===== src/rtl/flash_prog_pkg.sv =====
// Shared encodings for the flash program/erase sequencer.
package flash_prog_pkg;

  typedef enum logic [1:0] {
    OP_NONE         = 2'd0,
    OP_PROGRAM      = 2'd1,
    OP_SECTOR_ERASE = 2'd2,
    OP_CHIP_ERASE   = 2'd3
  } op_t;

  typedef enum logic [2:0] {
    ST_IDLE,
    ST_LOAD,
    ST_BW,
    ST_POLL_OE,
    ST_POLL_CHK
  } state_t;

  // Phase within one three-cycle flash bus write
  typedef enum logic [1:0] {
    BW_S0,
    BW_S1,
    BW_S2
  } bw_phase_t;

  // Address source for one step of a write sequence
  typedef enum logic [1:0] {
    ASEL_A1,
    ASEL_A2,
    ASEL_TARGET,
    ASEL_SECTOR
  } addr_sel_t;

  localparam logic [7:0] JEDEC_AA = 8'hAA;
  localparam logic [7:0] JEDEC_55 = 8'h55;
  localparam logic [7:0] JEDEC_A0 = 8'hA0;
  localparam logic [7:0] JEDEC_80 = 8'h80;
  localparam logic [7:0] JEDEC_30 = 8'h30;
  localparam logic [7:0] JEDEC_10 = 8'h10;

  localparam logic [1:0] REG_DATA    = 2'd0;
  localparam logic [1:0] REG_ADDR_LO = 2'd1;
  localparam logic [1:0] REG_ADDR_HI = 2'd2;
  localparam logic [1:0] REG_CMD     = 2'd3;

  function automatic logic [7:0] status_byte(input logic tmo, input logic done,
                                             input logic busy);
    return {5'b0, tmo, done, busy};
  endfunction

endpackage


===== src/rtl/flash_seq_rom.sv =====
// JEDEC command sequence table: (op, step) -> address source, data byte, last.
// For ASEL_TARGET steps the byte comes from the DATA register, not this table.
module flash_seq_rom
  import flash_prog_pkg::*;
(
  input  logic [1:0] op,
  input  logic [2:0] step,
  output logic [1:0] addr_sel,
  output logic [7:0] data,
  output logic       last
);

  // Sequence lookup; unused (op, step) pairs end the sequence defensively
  always_comb begin
    addr_sel = ASEL_A1;
    data     = '0;
    last     = 1'b1;
    case (op)
      OP_PROGRAM: begin
        case (step)
          3'd0: begin addr_sel = ASEL_A1;     data = JEDEC_AA; last = 1'b0; end
          3'd1: begin addr_sel = ASEL_A2;     data = JEDEC_55; last = 1'b0; end
          3'd2: begin addr_sel = ASEL_A1;     data = JEDEC_A0; last = 1'b0; end
          3'd3: begin addr_sel = ASEL_TARGET; data = '0;       last = 1'b1; end
          default: ;
        endcase
      end
      OP_SECTOR_ERASE, OP_CHIP_ERASE: begin
        case (step)
          3'd0: begin addr_sel = ASEL_A1; data = JEDEC_AA; last = 1'b0; end
          3'd1: begin addr_sel = ASEL_A2; data = JEDEC_55; last = 1'b0; end
          3'd2: begin addr_sel = ASEL_A1; data = JEDEC_80; last = 1'b0; end
          3'd3: begin addr_sel = ASEL_A1; data = JEDEC_AA; last = 1'b0; end
          3'd4: begin addr_sel = ASEL_A2; data = JEDEC_55; last = 1'b0; end
          3'd5: begin
            if (op == OP_SECTOR_ERASE) begin
              addr_sel = ASEL_SECTOR;
              data     = JEDEC_30;
            end else begin
              addr_sel = ASEL_A1;
              data     = JEDEC_10;
            end
            last = 1'b1;
          end
          default: ;
        endcase
      end
      default: ;
    endcase
  end

endmodule


===== src/rtl/flash_prog_seq.sv =====
// In-circuit program/erase sequencer for the 128K x 8 ROM flash.
// Idle: CPU ROM accesses pass straight through. Busy: owns the flash bus,
// issues the JEDEC write sequence, then polls DQ7 until done or timeout.
module flash_prog_seq
  import flash_prog_pkg::*;
#(
  parameter logic [19:0] POLL_TIMEOUT = 20'd200000,
  parameter logic [16:0] UNLOCK_A1    = 17'h05555,
  parameter logic [16:0] UNLOCK_A2    = 17'h02AAA
) (
  input  logic        PHI2,
  input  logic        Reset,
  input  logic        RegWr,
  input  logic        RegRd,
  input  logic [1:0]  RegSel,
  input  logic [7:0]  DIn,
  output logic [7:0]  DOut,
  input  logic        CpuRomCS,
  input  logic [16:0] CpuRA,
  input  logic        CpuRDS,
  output logic [16:0] FlashA,
  output logic [7:0]  FlashDOut,
  output logic        FlashDOE,
  input  logic [7:0]  FlashDIn,
  output logic        NFlashCE,
  output logic        NFlashOE,
  output logic        NFlashWE,
  output logic        CpuRdy,
  output logic        Busy
);

  logic [7:0]  data_reg;
  logic [7:0]  addr_lo;
  logic [7:0]  addr_hi;
  logic [2:0]  cmd_reg;
  logic        done;
  logic        tmo_flag;
  state_t      state;
  bw_phase_t   phase;
  logic [2:0]  step;
  logic [19:0] poll_cnt;
  logic        poll_bit;

  state_t      state_n;
  bw_phase_t   phase_n;
  logic [2:0]  step_n;
  logic [19:0] poll_cnt_n;
  logic        done_n;
  logic        tmo_n;

  logic        busy;
  logic        reg_wr_ok;
  logic        cmd_wr;
  op_t         op;
  logic [16:0] target;
  logic [16:0] sector;
  logic [16:0] poll_addr;
  logic        poll_expect;
  logic [1:0]  rom_addr_sel;
  logic [7:0]  rom_data;
  logic        rom_last;
  logic [16:0] seq_addr;
  logic [7:0]  seq_data;

  // DQ6..DQ0 carry no information for DQ7 polling
  logic unused_din;
  assign unused_din = ^FlashDIn[6:0];

  assign busy      = (state != ST_IDLE);
  assign Busy      = busy;
  assign reg_wr_ok = RegWr & ~busy;
  assign cmd_wr    = reg_wr_ok & (RegSel == REG_CMD);
  assign op        = op_t'(cmd_reg[1:0]);
  assign target    = {cmd_reg[2], addr_hi, addr_lo};
  assign sector    = {target[16:12], 12'h000};

  flash_seq_rom u_rom (
    .op       (cmd_reg[1:0]),
    .step     (step),
    .addr_sel (rom_addr_sel),
    .data     (rom_data),
    .last     (rom_last)
  );

  // Resolve the table's address source and data byte for the current step
  always_comb begin
    seq_addr = UNLOCK_A1;
    seq_data = rom_data;
    case (addr_sel_t'(rom_addr_sel))
      ASEL_A1:     seq_addr = UNLOCK_A1;
      ASEL_A2:     seq_addr = UNLOCK_A2;
      ASEL_TARGET: begin
        seq_addr = target;
        seq_data = data_reg;
      end
      ASEL_SECTOR: seq_addr = sector;
      default:     seq_addr = UNLOCK_A1;
    endcase
  end

  // Poll address and expected DQ7 value depend on the operation in flight
  always_comb begin
    poll_addr   = UNLOCK_A1;
    poll_expect = 1'b1;
    case (op)
      OP_PROGRAM: begin
        poll_addr   = target;
        poll_expect = data_reg[7];
      end
      OP_SECTOR_ERASE: poll_addr = sector;
      default:         poll_addr = UNLOCK_A1;
    endcase
  end

  // CPU-visible registers; writes are ignored while the sequencer is busy
  always_ff @(posedge PHI2 or posedge Reset) begin
    if (Reset) begin
      data_reg <= '0;
      addr_lo  <= '0;
      addr_hi  <= '0;
      cmd_reg  <= '0;
    end else if (reg_wr_ok) begin
      case (RegSel)
        REG_DATA:    data_reg <= DIn;
        REG_ADDR_LO: addr_lo  <= DIn;
        REG_ADDR_HI: addr_hi  <= DIn;
        default:     cmd_reg  <= DIn[2:0];
      endcase
    end
  end

  // Sequencer state register; DQ7 is captured at the end of the OE cycle
  always_ff @(posedge PHI2 or posedge Reset) begin
    if (Reset) begin
      state    <= ST_IDLE;
      phase    <= BW_S0;
      step     <= '0;
      poll_cnt <= '0;
      done     <= 1'b0;
      tmo_flag <= 1'b0;
      poll_bit <= 1'b0;
    end else begin
      state    <= state_n;
      phase    <= phase_n;
      step     <= step_n;
      poll_cnt <= poll_cnt_n;
      done     <= done_n;
      tmo_flag <= tmo_n;
      if (state == ST_POLL_OE) poll_bit <= FlashDIn[7];
    end
  end

  // Next-state logic: write sequence, then DQ7 poll loop with timeout
  always_comb begin
    state_n    = state;
    phase_n    = phase;
    step_n     = step;
    poll_cnt_n = poll_cnt;
    done_n     = done;
    tmo_n      = tmo_flag;
    case (state)
      ST_IDLE: begin
        if (cmd_wr) begin
          done_n = 1'b0;
          tmo_n  = 1'b0;
          if (DIn[1:0] != OP_NONE) state_n = ST_LOAD;
        end
      end
      ST_LOAD: begin
        step_n     = '0;
        phase_n    = BW_S0;
        poll_cnt_n = '0;
        state_n    = ST_BW;
      end
      ST_BW: begin
        case (phase)
          BW_S0: phase_n = BW_S1;
          BW_S1: phase_n = BW_S2;
          default: begin
            phase_n = BW_S0;
            if (rom_last) state_n = ST_POLL_OE;
            else          step_n  = step + 3'd1;
          end
        endcase
      end
      ST_POLL_OE: state_n = ST_POLL_CHK;
      ST_POLL_CHK: begin
        if (poll_bit == poll_expect) begin
          done_n  = 1'b1;
          state_n = ST_IDLE;
        end else if ((poll_cnt + 20'd1) >= POLL_TIMEOUT) begin
          done_n  = 1'b1;
          tmo_n   = 1'b1;
          state_n = ST_IDLE;
        end else begin
          poll_cnt_n = poll_cnt + 20'd1;
          state_n    = ST_POLL_OE;
        end
      end
      default: state_n = ST_IDLE;
    endcase
  end

  // Flash pin and CPU handshake outputs; pass-through whenever idle
  always_comb begin
    FlashA    = CpuRA;
    FlashDOut = '0;
    FlashDOE  = 1'b0;
    NFlashCE  = ~CpuRomCS;
    NFlashOE  = ~(CpuRomCS & CpuRDS);
    NFlashWE  = 1'b1;
    CpuRdy    = 1'b1;
    if (busy) begin
      CpuRdy   = ~CpuRomCS;
      FlashA   = seq_addr;
      NFlashCE = 1'b1;
      NFlashOE = 1'b1;
      case (state)
        ST_BW: begin
          NFlashCE  = 1'b0;
          FlashDOE  = 1'b1;
          FlashDOut = seq_data;
          NFlashWE  = (phase != BW_S1);
        end
        ST_POLL_OE: begin
          FlashA   = poll_addr;
          NFlashCE = 1'b0;
          NFlashOE = 1'b0;
        end
        ST_POLL_CHK: begin
          FlashA   = poll_addr;
          NFlashCE = 1'b0;
        end
        default: ;
      endcase
    end
  end

  // Register read port
  always_comb begin
    DOut = '0;
    if (RegRd) begin
      case (RegSel)
        REG_DATA:    DOut = data_reg;
        REG_ADDR_LO: DOut = addr_lo;
        REG_ADDR_HI: DOut = addr_hi;
        default:     DOut = status_byte(tmo_flag, done, busy);
      endcase
    end
  end

endmodule


===== config.mk =====
export PLATFORM = sky130hd
export DESIGN_NAME = flash_prog_seq
export DESIGN_NICKNAME = d
export VERILOG_FILES = /design/src/rtl/flash_prog_pkg.sv /design/src/rtl/flash_seq_rom.sv /design/src/rtl/flash_prog_seq.sv
export SDC_FILE = /design/constraint.sdc
export NUM_CORES = 1
export LEC_CHECK = 0
export BUFFER_PORTS_ARGS = -buffer_cell sky130_fd_sc_hd__buf_2
export CAP_MARGIN = 15
export CORE_ASPECT_RATIO = 1.1
export CORE_MARGIN = 2
export CORE_UTILIZATION = 58
export CTS_CLUSTER_SIZE = 12
export DETAILED_ROUTE_END_ITERATION = 10
export GPL_ROUTABILITY_DRIVEN = 1
export PLACE_DENSITY = 0.81
export SYNTH_ARGS = -nofsm -noshare
export SYNTH_HDL_FRONTEND = slang
export SYNTH_SLANG_ARGS = --single-unit

===== constraint.sdc =====
create_clock -name PHI2 -period 7.2 [get_ports PHI2]
set_input_delay 0.36 -clock PHI2 [delete_from_list [all_inputs] [get_ports PHI2]]
set_output_delay 0.36 -clock PHI2 [all_outputs]
set_load 0.01 [all_outputs]

# Word-level counts from Yosys, hierarchy flattened
# Index checks and enable logic that the tools add are counted.
dict set report classes {
  multipliers 0
  mux 51
  n_eq_ne 30
  magnitude_cmp 1
  bitwise 7
  n_reduce_logical 28
  n_addsub 2
  shift 0
  div_mod_pow 0
}
# operator n
set ops {}
lappend ops {{one-hot mux 17 bit (4 select lines)} 1}
lappend ops {{one-hot mux 8 bit (3 select lines)} 2}
lappend ops {{two-way mux 20 bit} 2}
lappend ops {{one-hot mux 20 bit (2 select lines)} 1}
lappend ops {{two-way mux 17 bit} 2}
lappend ops {{one-hot mux 17 bit (2 select lines)} 1}
lappend ops {{two-way mux 8 bit} 4}
lappend ops {{one-hot mux 8 bit (4 select lines)} 1}
lappend ops {{adder 20 x 1 -> 20 bit, second input constant} 1}
lappend ops {{greater-or-equal comparator 20 x 18 -> 1 bit, second input constant} 1}
lappend ops {{one-hot mux 2 bit (2 select lines)} 5}
lappend ops {{two-way mux 3 bit} 6}
lappend ops {{two-way mux 1 bit} 16}
lappend ops {{!= test 2 bit, second input constant} 8}
lappend ops {{one-hot mux 8 bit (2 select lines)} 1}
lappend ops {{one-hot mux 3 bit (5 select lines)} 1}
lappend ops {{== test 2 bit, second input constant} 6}
lappend ops {{== test 3 x 2 -> 1 bit, second input constant} 4}
lappend ops {{OR reduction 2 bit} 5}
lappend ops {{== test 3 bit, second input constant} 3}
lappend ops {{AND reduction 3 bit} 3}
lappend ops {{OR reduction 3 bit} 3}
lappend ops {{== test 2 x 1 -> 1 bit, second input constant} 4}
lappend ops {{AND reduction 2 bit} 4}
lappend ops {{other kinds (17)} 34}
dict set report totals {
  word_cells 130
  latchBits 0
  output_inout_bits 39
  rom_bits 0
  ff_bits 58
  n_memories 0
  ram_bits 0
}

# Depth between registers and ports, before layout
dict set report logic_depth {
  ltp_word 8
  ltp_mapped 12
  ltp_nobuf 10
}

# Modules after synthesis
# Synthesis repeated with hierarchy kept, for this count alone.
dict set report hier_totals {
  hier_cells 454
  area_unflattened_um2 4092.7
}
# module cells_per_inst area_each_um2 instances seq_area_each_um2
set modules_own_cells {}
lappend modules_own_cells {flash_prog_seq 415 3861.2 1 1451.4}
lappend modules_own_cells {flash_seq_rom 39 231.5 1 0.0}

# Least setup slack after synthesis
# Ideal clock, no wire load.
dict set report synth_timing {
  path_kind {register -> register}
  start {register poll_cnt[0]}
  end {register poll_cnt[12]}
  required_time_ns 7.074
  setup_ns 0.126
  t_arrival_ns 2.433
  path_buffers 3
  setup_slack_ns 4.641
  path_stages_with_launch 13
  path_cell_list {dfrtp_1 -> ha_1 -> and4_1 -> buf_4 -> nand2_2 -> buf_2 -> o21a_1 -> a21oi_1 -> a311oi_2 -> o22ai_2 -> buf_4 -> and3_1 -> a221o_1}
}
dict set report synth_via {
  elab_chain_cells 4
}
# element line
set synth_rtl {}
lappend synth_rtl {{start: declaration} flash_prog_seq.sv:41} ;# logic [19:0] poll_cnt;
lappend synth_rtl {{start signal: assignment} flash_prog_seq.sv:146} ;# poll_cnt <= poll_cnt_n;
lappend synth_rtl {{adder 20 x 1 -> 20 bit (*)} {flash_prog_seq.sv:191, flash_prog_seq.sv:196}}
lappend synth_rtl {{greater-or-equal comparator 20 x 18 -> 1 bit / two-way mux 20 bit (equally long branches)} flash_prog_seq.sv:191} ;# end else if ((poll_cnt + 20'd1) >= POLL_TIMEOUT) begin
lappend synth_rtl {{!= test 2 bit (no line) / two-way mux 20 bit (equally long branches)} --}
lappend synth_rtl {{AND reduction 3 bit (no line) / one-hot mux 20 bit (2 select lines) (equally long branches)} --}
# Mark *: on every way between the ends. The rest lies on a longest branch, timed or not. The select of a mux whose other input is x is not followed.
# A chain may end at the register's enable or synchronous reset.

# Final worst setup path
dict set report layout_timing {
  start {register poll_cnt[1]}
  end {register poll_cnt[5]}
}
# The elaborated chain is that of the path after synthesis.

==> impl_metrics.py <==
metrics = {
    "worst_setup_path": {
        "critPathMaxStageDelay_ns": 0.45,
        "path_depth": 10,
        "cp.required_ns": 7.43,
        "setup.worst_path.start_class": "flip-flop",
        "cp-end-kind": "flip-flop",
        "worst-path-max-fanout": 31,
        "cp_slowest_cell": "a2111o_1",
        "rr_worst_depth": 10,
        "critPathBufInv": 1,
        "cp_cell_sequence": "ha_1, and4_1, nand2_2, nor3_2, nand4_1, a2111o_1, o22ai_2, buf_4, nor2_2, a221o_1",
        "worstSetupPathType": "flip-flop to flip-flop",
        "path_delay_family": "simple AND/OR/NAND/NOR gates",
        "cp.arrival_ns": 3.49,
    },
    "logic_synthesis": {
        "syn_nets": 517,
        "synth_edf_count": 0,
        "synthArstFlopShare": 1.00,
        "syn_inst": 466,
        "synth_seq_cells": 58,
        "syn_avg_cell_area_um2": 8.48,
        "synth_seq_area_share": 0.367,
        "yosysUniqueCellTypes": 60,
        "syn_area_mm2": 0.00395,
        "synth_ff_type": "dfrtp_1",
        "yosys_warnings": 0,
    },
    "placement": {
        "hpwl_um": 7090,
        "routabilityCongestion": 0.892,
        "dp.cells": 597,
        "detailed_place.area_mm2": 0.00432,
        "portBuffers": 72,
    },
    "power": {
        "power_leakage_nw": 2.13,
        "powerDensity_mw_per_mm2": 362,
        "peakVddDrop_uv": 220,
    },
    "die": {
        "die_h_um": 90.6,
        "start_util": 0.599,
        "dieWidth_um": 82.7,
        "fp.dieArea_mm2": 0.00749,
        "core_area_mm2": 0.00659,
        "io_pins": 80,
        "rows": 31,
    },
    "finish": {
        "finalInstanceArea_mm2": 0.00459,
        "area_delta_synth_final_pct": 16.2,
        "fin_cells": 613,
        "top_register": "poll_cnt",
        "largest_reg_flops": 20,
        "drive_gt1_frac": 0.256,
        "n_antenna_cell": 0,
        "nNetsFinal": 577,
    },
    "route": {
        "dr_wl_met2_um": 4910,
        "detail-route-antenna-nets": 0,
        "first_iter_violations": 271,
        "wl_met1_um": 3980,
        "dr.pass1.iters": 5,
        "routedWlPerCell_um": 16.0,
        "wirelength_um": 9800,
        "drcViolationCount": 0,
        "vias": 3712,
        "via_per_inst": 6.06,
        "top_layer_used": "met4",
        "route.met3.wl_um": 796,
    },
    "outcome": {
        "outcome": "finished, final reports clean",
    },
    "timing": {
        "hold_ws_ns": 0.221,
        "fin_crit_sh": 0.454,
        "rsz0062_at_grt": "false",
        "slew_headroom": 0.501,
        "maxSlewViolCount": 0,
        "worst_pin_slew_ns": 0.749,
        "hold_viol_final": 0,
        "setup-violations-final": 0,
        "fmax_mhz": 306,
        "finalSetupTns_ns": 0,
        "min_period_ns": 3.27,
        "fin_skew_ns": 0.00546,
    },
    "clocking": {
        "h-tree-depth": 3,
        "root_buffer": "clkbuf_8",
        "cts_tree": "yes",
        "holdBufCountCts": 0,
        "clock_latency_ns": 0.34,
        "cts_made_buffers": 9,
        "clkSinkCount": 58,
        "clk_pin_slew_worst_paths_ns": 0.06,
        "cts_setup_buffers": 0,
        "ctsLongestPathBuffers": 2,
        "post_cts_resized": 0,
    },
    "grt": {
        "track_usage": 0.274,
        "overflow": 0,
        "grt_pass1_vias": 3269,
        "grt_pass1_wl_um": 15800,
        "grt_max_degree": 59,
        "grt_antenna_before_repair": 0,
    },
    "run": {
        "cap_violations": 0,
    },
    "worst_hold_path": {
        "hp-class": "input pin to async pin",
    },
}
[layer usage]
metal | up-vias | global-route usage
met5 | - | 0
met4 | 0 | 0.0861
met3 | 10 | 0.0560
met2 | 166 | 0.452
met1 | 1756 | 0.357
li1 | 1780 | -
[power breakdown]
part           total, W  switching (W)  leakage (nW)  internal [W]
Combinational  0.000726       0.000418          1.25      0.000308
Clock          0.000406       0.000132         0.134      0.000274
Sequential     0.000532       0.000103         0.746      0.000429
[cell usage after synthesis (10+ instances only)]
| cell | number | area, µm² |
|---|---|---|
| and2_1 | 16 | 100 |
| mux2_2 | 31 | 349 |
| nor2_1 | 46 | 173 |
| a21oi_1 | 33 | 165 |
| inv_1 | 19 | 71.3 |
| ha_1 | 10 | 125 |
| nand2_1 | 57 | 214 |
| nand3_1 | 16 | 80.1 |
| clkbuf_1 | 14 | 52.6 |
| dfrtp_1 | 58 | 1450 |
| o21ai_0 | 46 | 230 |
| and3_1 | 11 | 68.8 |
[kinds of logic (layout without fill, tap and decap cells)]
group | after synthesis | after routing | share of synthesized area
flip-flops | 58 | 58 | 0.367
buffers and inverters | 46 | 111 | 0.0488
multiplexers | 41 | 41 | 0.123
AO/OA/AOI/OAI | 126 | 126 | 0.193
AND/OR/NAND/NOR | 182 | 182 | 0.229
XOR/XNOR | 3 | 3 | 0.00665
adder cells (fa/ha/maj) | 10 | 10 | 0.0317
[worst reg2reg max path: cells and delay by family, from the launching register on]
| family | cells | cell delay [ns] |
|---|---|---|
| compound gates | 3 | 0.91 |
| fa+ha+maj | 1 | 0.26 |
| simple gates | 5 | 1.26 |
| buf+inv | 1 | 0.31 |
| flops | 1 | 0.41 |
[placed cells by master (no fill, tap or decap), types with 6 or more instances in the layout]
cell      Yosys  routed
buf_2         7      72
dfrtp_1      58      58
ha_1         10      10
nand2_1      57      57
nand3_1      16      16
o21ai_1       8       8
a221o_1       6       6
o21ai_0      46      46
mux2i_1       6       6
inv_1        19      18
and3_1       11      11
mux2_2       31      31
a31oi_1       7       7
a21oi_1      33      33
and2_1       16      16
nor2_1       46      46
clkbuf_8      0      10
nor3_1        8       7
[metrics by stage]
| step | total power, W | setup WS (ns) | utilization |
|---|---|---|---|
| 2_1_floorplan | 0.00102 | 4.64 | - |
| 3_3_place_gp | 0.00123 | 4.07 | 0.656 |
| 3_5_place_dp | 0.00125 | 3.98 | 0.656 |
| 4_1_cts | 0.00167 | 3.95 | 0.696 |
| 5_1_grt | 0.00179 | 3.72 | 0.696 |
| 6_report | 0.00166 | 3.93 | 0.696 |
[layout make-up]
type / instances / area [µm²]
Clock buffer: 11 / 141
Clock inverter: 5 / 125
Fill cell: 540 / 2000
Inverter: 20 / 75.1
Multi-Input combinational cell: 362 / 2310
Sequential cell: 58 / 1450
Tap cell: 82 / 103
Timing Repair Buffer: 75 / 383
[path summary, 6_finish.rpt]
| check | from | to | slack [ns] |
|---|---|---|---|
| setup reg to reg | poll_cnt[1] | poll_cnt[5] | 3.93 |
| max in group asynchronous | Reset | state[0] | 6.48 |
| min in group PHI2 | FlashDIn[7] | poll_bit | 0.26 |
| hold / removal | Reset | poll_cnt[10] | 0.22 |
| setup / recovery | poll_cnt[1] | poll_cnt[5] | 3.93 |
| hold reg to reg | tmo_flag | tmo_flag | 0.48 |
(Power assumes the default switching activity.)
